[config.mk]
export PLATFORM = sky130hd
export DESIGN_NAME = bcd_time_counter
export DESIGN_NICKNAME = d
export VERILOG_FILES = /design/src/rtl/bcd_time_counter.sv
export SDC_FILE = /design/constraint.sdc
export NUM_CORES = 1
export LEC_CHECK = 0
export BUFFER_PORTS_ARGS = -buffer_cell sky130_fd_sc_hd__buf_2
export CORE_ASPECT_RATIO = 2
export CORE_MARGIN = 2
export CORE_UTILIZATION = 53
export CTS_CLUSTER_SIZE = 8
export DETAILED_ROUTE_END_ITERATION = 7
export HOLD_SLACK_MARGIN = 0.15
export PLACE_DENSITY = 0.78
export SYNTH_ARGS = -nofsm -noshare
export SYNTH_HDL_FRONTEND = slang
export SYNTH_SLANG_ARGS = --single-unit
export TNS_END_PERCENT = 5
[constraint.sdc]
create_clock -name clk_c -period 2.2 [get_ports clk_c]
set_input_delay 0.33 -clock clk_c [delete_from_list [all_inputs] [get_ports clk_c]]
set_output_delay 0.33 -clock clk_c [all_outputs]
set_load 0.01 [all_outputs]
[src/rtl/bcd_time_counter.sv]
// Multi-field base-60 BCD time counter (MM:SS / HH:MM:SS) with RUN/PAUSED/ADJUST control and clamped digit load.
// Optional down counting is enabled by defining BCD_TIME_COUNTER_DOWN_EN.
module bcd_time_counter #(
    parameter int FIELDS  = 2,
    parameter int TOP_MAX = 59,
    parameter int SELW    = 3
) (
    input  logic                  clk_c,
    input  logic                  reset_c,
    input  logic                  tick,
    input  logic                  pause_c,
    input  logic                  adj,
    input  logic [SELW-1:0]       sel,
    input  logic [3:0]            num,
    input  logic                  load,
    input  logic                  dir,
    output logic [8*FIELDS-1:0]   digits,
    output logic                  running,
    output logic                  wrap
);
    localparam int NDIG = 2 * FIELDS;
    localparam int TOPF = FIELDS - 1;
    localparam logic [3:0] TOP_T = 4'(TOP_MAX / 10);
    localparam logic [3:0] TOP_O = 4'(TOP_MAX % 10);

    typedef enum logic [1:0] {ST_PAUSED, ST_RUN, ST_ADJUST} state_t;

    state_t              state_q, state_d;
    logic [8*FIELDS-1:0] digits_q, digits_d;
    logic                wrap_q, wrap_d;
    logic                running_q, running_d;
    logic [8*FIELDS-1:0] up_val, nxt_val;
    logic                up_wrap, nxt_wrap;
    logic                count_en;
    logic [3:0]          dmax;

    // Increment: whole carry chain resolves in one cycle.
    always_comb begin
        logic [3:0] o, t;
        logic       c;
        up_val = digits_q;
        c      = 1'b1;
        for (int f = 0; f < FIELDS; f++) begin
            o = digits_q[8*f +: 4];
            t = digits_q[8*f+4 +: 4];
            if (c) begin
                if (f == TOPF) begin
                    if (o == TOP_O && t == TOP_T) begin
                        o = 4'd0;
                        t = 4'd0;
                    end else if (o == 4'd9) begin
                        o = 4'd0;
                        t = t + 4'd1;
                        c = 1'b0;
                    end else begin
                        o = o + 4'd1;
                        c = 1'b0;
                    end
                end else if (o != 4'd9) begin
                    o = o + 4'd1;
                    c = 1'b0;
                end else begin
                    o = 4'd0;
                    if (t == 4'd5) begin
                        t = 4'd0;
                    end else begin
                        t = t + 4'd1;
                        c = 1'b0;
                    end
                end
            end
            up_val[8*f +: 4]   = o;
            up_val[8*f+4 +: 4] = t;
        end
        up_wrap = c;
    end

`ifdef BCD_TIME_COUNTER_DOWN_EN
    logic [8*FIELDS-1:0] dn_val;
    logic                dn_wrap;

    always_comb begin
        logic [3:0] o, t;
        logic       b;
        dn_val = digits_q;
        b      = 1'b1;
        for (int f = 0; f < FIELDS; f++) begin
            o = digits_q[8*f +: 4];
            t = digits_q[8*f+4 +: 4];
            if (b) begin
                if (f == TOPF) begin
                    // Borrow only reaches the top field when every lower field is zero.
                    if (o == 4'd0 && t == 4'd0) begin
                        o = TOP_O;
                        t = TOP_T;
                    end else if (o == 4'd0) begin
                        o = 4'd9;
                        t = t - 4'd1;
                        b = 1'b0;
                    end else begin
                        o = o - 4'd1;
                        b = 1'b0;
                    end
                end else if (o != 4'd0) begin
                    o = o - 4'd1;
                    b = 1'b0;
                end else begin
                    o = 4'd9;
                    if (t == 4'd0) begin
                        t = 4'd5;
                    end else begin
                        t = t - 4'd1;
                        b = 1'b0;
                    end
                end
            end
            dn_val[8*f +: 4]   = o;
            dn_val[8*f+4 +: 4] = t;
        end
        dn_wrap = b;
    end

    assign nxt_val  = dir ? dn_val  : up_val;
    assign nxt_wrap = dir ? dn_wrap : up_wrap;
`else
    logic dir_unused;
    assign dir_unused = dir;
    assign nxt_val    = up_val;
    assign nxt_wrap   = up_wrap;
`endif

    always_comb begin
        state_d  = state_q;
        digits_d = digits_q;
        wrap_d   = 1'b0;
        dmax     = 4'd9;

        if (adj)
            state_d = ST_ADJUST;
        else if (state_q == ST_ADJUST)
            state_d = ST_PAUSED;
        else if (pause_c)
            state_d = (state_q == ST_RUN) ? ST_PAUSED : ST_RUN;

        count_en = (state_q == ST_RUN) && tick && !adj;

        if (count_en) begin
            digits_d = nxt_val;
            wrap_d   = nxt_wrap;
        end else if (state_q == ST_ADJUST && load && int'(sel) < NDIG) begin
            for (int i = 0; i < NDIG; i++) begin
                if (int'(sel) == i) begin
                    if (i % 2 == 0)
                        dmax = 4'd9;
                    else if (i / 2 == TOPF)
                        dmax = TOP_T;
                    else
                        dmax = 4'd5;
                    digits_d[4*i +: 4] = (num > dmax) ? dmax : num;
                end
            end
            // Pull an over-range top field back to TOP_MAX in the same edge.
            if (digits_d[8*TOPF+4 +: 4] == TOP_T && digits_d[8*TOPF +: 4] > TOP_O)
                digits_d[8*TOPF +: 4] = TOP_O;
        end

        running_d = (state_d == ST_RUN);
    end

    always_ff @(posedge clk_c or posedge reset_c) begin
        if (reset_c) begin
            state_q   <= ST_PAUSED;
            digits_q  <= '0;
            wrap_q    <= 1'b0;
            running_q <= 1'b0;
        end else begin
            state_q   <= state_d;
            digits_q  <= digits_d;
            wrap_q    <= wrap_d;
            running_q <= running_d;
        end
    end

    assign digits  = digits_q;
    assign running = running_q;
    assign wrap    = wrap_q;
endmodule

## Word level (Yosys, flattened, before mapping)

Index checks and enable logic that the tools add are counted.

- Reductions and logical operators: 15
- Add/subtract/negate cells: 4
- Equality and inequality tests: 14
- Order comparisons: 6
- Multiplexer cells: 45

Operator list:

| kind | count |
|---|---|
| 2-to-1 mux 4 bit | 34 |
| 2-to-1 mux 16 bit | 2 |
| adder 4 x 1 -> 4 bit (second input constant) | 4 |
| > comparator 4 bit | 4 |
| equality test 4 x 3 -> 1 bit (second input constant) | 3 |
| equality test 3 bit (second input constant) | 2 |
| logical AND 1 bit | 6 |
| 2-to-1 mux 1 bit | 6 |
| 2-to-1 mux 2 bit | 3 |
| AND reduction 3 bit | 2 |
| nonzero test 2 bit | 3 |
| equality test 2 x 1 -> 1 bit (second input constant) | 2 |
| equality test 4 bit (second input constant) | 1 |
| > comparator 4 bit (second input constant) | 1 |
| != test 4 bit (second input constant) | 1 |
| AND reduction 2 bit | 2 |
| equality test 3 x 2 -> 1 bit (second input constant) | 1 |
| zero test 3 bit | 1 |
| less-than comparator 3 bit (second input constant) | 1 |
| != test 3 x 1 -> 1 bit (second input constant) | 1 |
| equality test 2 bit (second input constant) | 1 |
| != test 2 x 1 -> 1 bit (second input constant) | 1 |
| != test 2 bit (second input constant) | 1 |
| zero test 1 bit | 1 |

- Output and inout port bits: 18
- Word-level logic and storage cells: 91
- Bits in registers: 20
- Bits of input ports: 14

## Logic depth before layout (Yosys ltp)

- Depth after elaboration: 15
- Gate-level depth with buffers: 6

## Least setup slack after synthesis

Ideal clock, no wire load.

- Path kind: reg-to-reg
- Start point: reg digits_q[9], in the netlist digits[9]
- End point: reg digits_q[15], in the netlist digits[15]
- Data arrival time: 1616 ps
- Setup time: 126 ps
- Data required time: 2074 ps
- Buffers on the path: 0
- Clock period less this slack: 1742 ps
- Stages on the path, launching flop included: 7
- Slack: 458 ps
- Path through: dfrtp_1 > inv_1 > ha_1 > and3b_1 > and4_1 > or2_1 > a221o_1

- Cells in the longest elaborated chain, start to end: 5

RTL lines:

| element | RTL line | source |
|---|---|---|
| start: declaration | 29 | `logic [8*FIELDS-1:0] digits_q, digits_d;` |
| start signal: assignment | 178 | `digits_q <= digits_d;` |
| equality test 4 bit * | 48, 51 |  |
| logical AND 1 bit | 48 | `if (o == TOP_O && t == TOP_T) begin` |
| 2-to-1 mux 4 bit | 48 |  |
| 2-to-1 mux 4 bit | 46 | `if (c) begin` |
| 2-to-1 mux 16 bit | 147 | `if (count_en) begin` |

Mark *: on every way between the ends. The rest lies on a longest branch, timed or not. The select of a mux whose other input is x is not followed.
A chain may end at the register's enable or synchronous reset.

## Worst setup path after layout

Same ends and word-level chain as after synthesis.

==> reports/results.ini <==
[status]
run_status=finished clean

[drt]
totalWireLength_mm=3.64
dr_total_vias=1402
drcViolationCount=0
detail_route.wl_per_cell_um=16.9
drt_iter0_markers=48
viasPerCell=6.49
antenna_left=0
firstDrtPassIters=4

[finish]
area.sequential_um2=500
commonest_non_fill_non_tap_cell_in_the_layout=sky130_fd_sc_hd__buf_2
drive_gt1_frac=0.229
multiInputGateArea_um2=858
most_frequent_cells_in_the_layout=sky130_fd_sc_hd__buf_2 (30), sky130_fd_sc_hd__dfrtp_1 (20), sky130_fd_sc_hd__o21ai_0 (12), sky130_fd_sc_hd__nor2_1 (9)
diodes=0
fill_cells=211
syn_to_final_growth_pct=17.7
post_route_utilization=0.655
layout.nets=207

[hold_path]
worst_hold_path_type=in -> async

[timing]
timing.slew.headroom=0.495
unrepaired_setup_endpoints_after_global_routing=no
layout_worst_path_cycle_share=0.848
finalSetupTns_ns=0
fin_crit_ns=1.87
worst-slew-pin-transition_ns=0.756
setup_viol=0
max_clock_freq_ghz=0.536
setup_skew_ns=0.00457
slew_violations=0
hold_violations=0

[clock_tree]
cts-root-to-sink-buffers=2
tritoncts.num_buffers=3
clock-root-buffer=sky130_fd_sc_hd__clkbuf_8
cts.repair_timing.setup_buffer_count=0
cts_tree=built
clkTransAtPathRegs_ns=0.08
holdBufCountCts=0
numClockSinks=20
cts_htree_levels=1
clkLatencyLatePin_ns=0.26
ctsResizeCount=0

[synth]
top_reg_cell_synth=sky130_fd_sc_hd__dfrtp_1
postSynthNetCount=172
post_synth.cell_area_avg_um2=9.17
syn_inst=154
ys_async_sr_fraction=1.00
yosysSeqAreaShare=0.354
post_synth_num_cell_types=55
ys_warn_count=0
postSynthRegisterBits=20
synthesis.area_um2=1410
yosys-top-cells-area=sky130_fd_sc_hd__dfrtp_1 (35%), sky130_fd_sc_hd__o21ai_0 (4.3%), sky130_fd_sc_hd__ha_1 (3.5%)
number_of_synthesized_flops_with_an_enable_pin=0
synth_largest_area_cell=sky130_fd_sc_hd__dfrtp_1
synth_top_area_frac=0.354

[floorplanning]
fp-row-count=26
floorplan.initialDensity=0.557
die_h_um=77.0
design.portCount=32
core_um2=2540
fp.dieArea_um2=3120
die_w_um=40.5

[power_and_ir_drop]
p_clk_frac=0.224
power.share.combinational=0.331
power_switching_mw=0.475
cell_internal_pwr_mw=0.814
peakVddDrop_uv=516
share_seq_of_total_power=0.446
power.static_leakage_nw=0.757
power_switching_share=0.368
power_per_cell_area_nw_per_um2=775

[critical_path]
setup.worst_path.class=reg -> reg
critical_path.reg2reg.startpoint=digits[9]
timing.critical_path.to_type=register
critical-path-top-delay-family=simple AND/OR/NAND/NOR gates
worstPathArrival_ns=2.01
critPathRequiredTime_ns=2.35
cp.buffers_inverters=1
path_cells=inv_1 > ha_1 > and3b_1 > and4_1 > or2_1 > a221o_1
register_to_register_path_setup_slack_ns=0.33
path_max_fanout=7
critical-path-slowest-cell=sky130_fd_sc_hd__dfrtp_1
worstRegToRegCells=6
start_kind=register
cp_slowest_stage_delay_ns=0.46
rr_endpoint=digits[15]

[grt]
grt_max_degree=21
vias_in_the_first_global_route=1408
wire_length_of_the_first_global_routing_pass_mm=6.02
grt_use_total=0.267
gr_ovfl_total=0
antenna_found_initial=0

[place]
gp_congestion=0.825
hpwl_mm=2.81
count_of_input_and_output_buffers=30

[run]
max_cap_violations=0

## worst max-delay path by stage
stage	end	slack, ns	from	depth (start not counted)
2_1_floorplan	digits[15]	0.46	digits[9]	6
3_3_place_gp	digits[15]	0.38	digits[9]	6
3_5_place_dp	digits[10]	0.35	adj	5
4_1_cts	digits[15]	0.35	digits[9]	6
5_1_grt	digits[13]	0.24	digits[9]	6
6_report	digits[15]	0.33	digits[9]	6
## synthesized netlist by cell type, types with 5 or more instances
| cell type | n |
|---|---|
| sky130_fd_sc_hd__dfrtp_1 | 20 |
| sky130_fd_sc_hd__o21ai_0 | 12 |
| sky130_fd_sc_hd__a31oi_1 | 5 |
| sky130_fd_sc_hd__nor2_1 | 9 |
| sky130_fd_sc_hd__nor3_1 | 8 |
| sky130_fd_sc_hd__inv_1 | 7 |
| sky130_fd_sc_hd__a21oi_1 | 5 |
| sky130_fd_sc_hd__nand2_1 | 8 |
| sky130_fd_sc_hd__nor2b_1 | 5 |
## cell type report
type                            instances  area share
Multi-Input combinational cell        122       0.516
Sequential cell                        20       0.301
Tap cell                               28      0.0211
Clock buffer                            4      0.0331
Inverter                                7      0.0158
Timing Repair Buffer                   35       0.113
## sequential cells by signal, summed over array words and instances (netlist names)
| signal | cells |
|---|---|
| running | 1 |
| digits | 16 |
| state_q | 2 |
| wrap | 1 |
## power groups by stage
| stage | registers, mW | logic, mW | clock network, mW |
|---|---|---|---|
| after floorplan | 0.590 | 0.246 | 0 |
| after global placement | 0.572 | 0.414 | 0 |
| after detailed placement | 0.579 | 0.428 | 0 |
| after CTS | 0.572 | 0.430 | 0.291 |
| after global routing | 0.595 | 0.472 | 0.308 |
| final | 0.575 | 0.426 | 0.288 |
## per-layer routing
layer | global-route usage | share of wire | routed length [um]
met4 | 0.143 | 0.031 | 113
met5 | 0 | 0 | 0
met3 | 0.0318 | 0.038 | 137
met1 | 0.306 | 0.38 | 1400
met2 | 0.441 | 0.55 | 1990
## metrics by stage
stage	hold slack, ns	instances	worst slack (ns)	cell area, um^2	power, mW
CTS	0.226	216	0.345	1660	1.29
global route	0.278	216	0.237	1660	1.38
global placement	0.496	212	0.381	1610	0.986
detailed placement	0.509	212	0.350	1610	1.01
floorplan	0.294	154	0.458	1410	0.836
finish	0.190	216	0.333	1660	1.29
## kinds of logic after synthesis
kind of cell / count (synthesis) / share of synthesized area
compound gates: 47 / 0.244
xor+xnor: 2 / 0.0124
fa+ha+maj: 4 / 0.0354
buf+inv: 12 / 0.0381
flops: 20 / 0.354
mux: 3 / 0.0221
simple gates: 66 / 0.294
(Power assumes the default switching activity.)
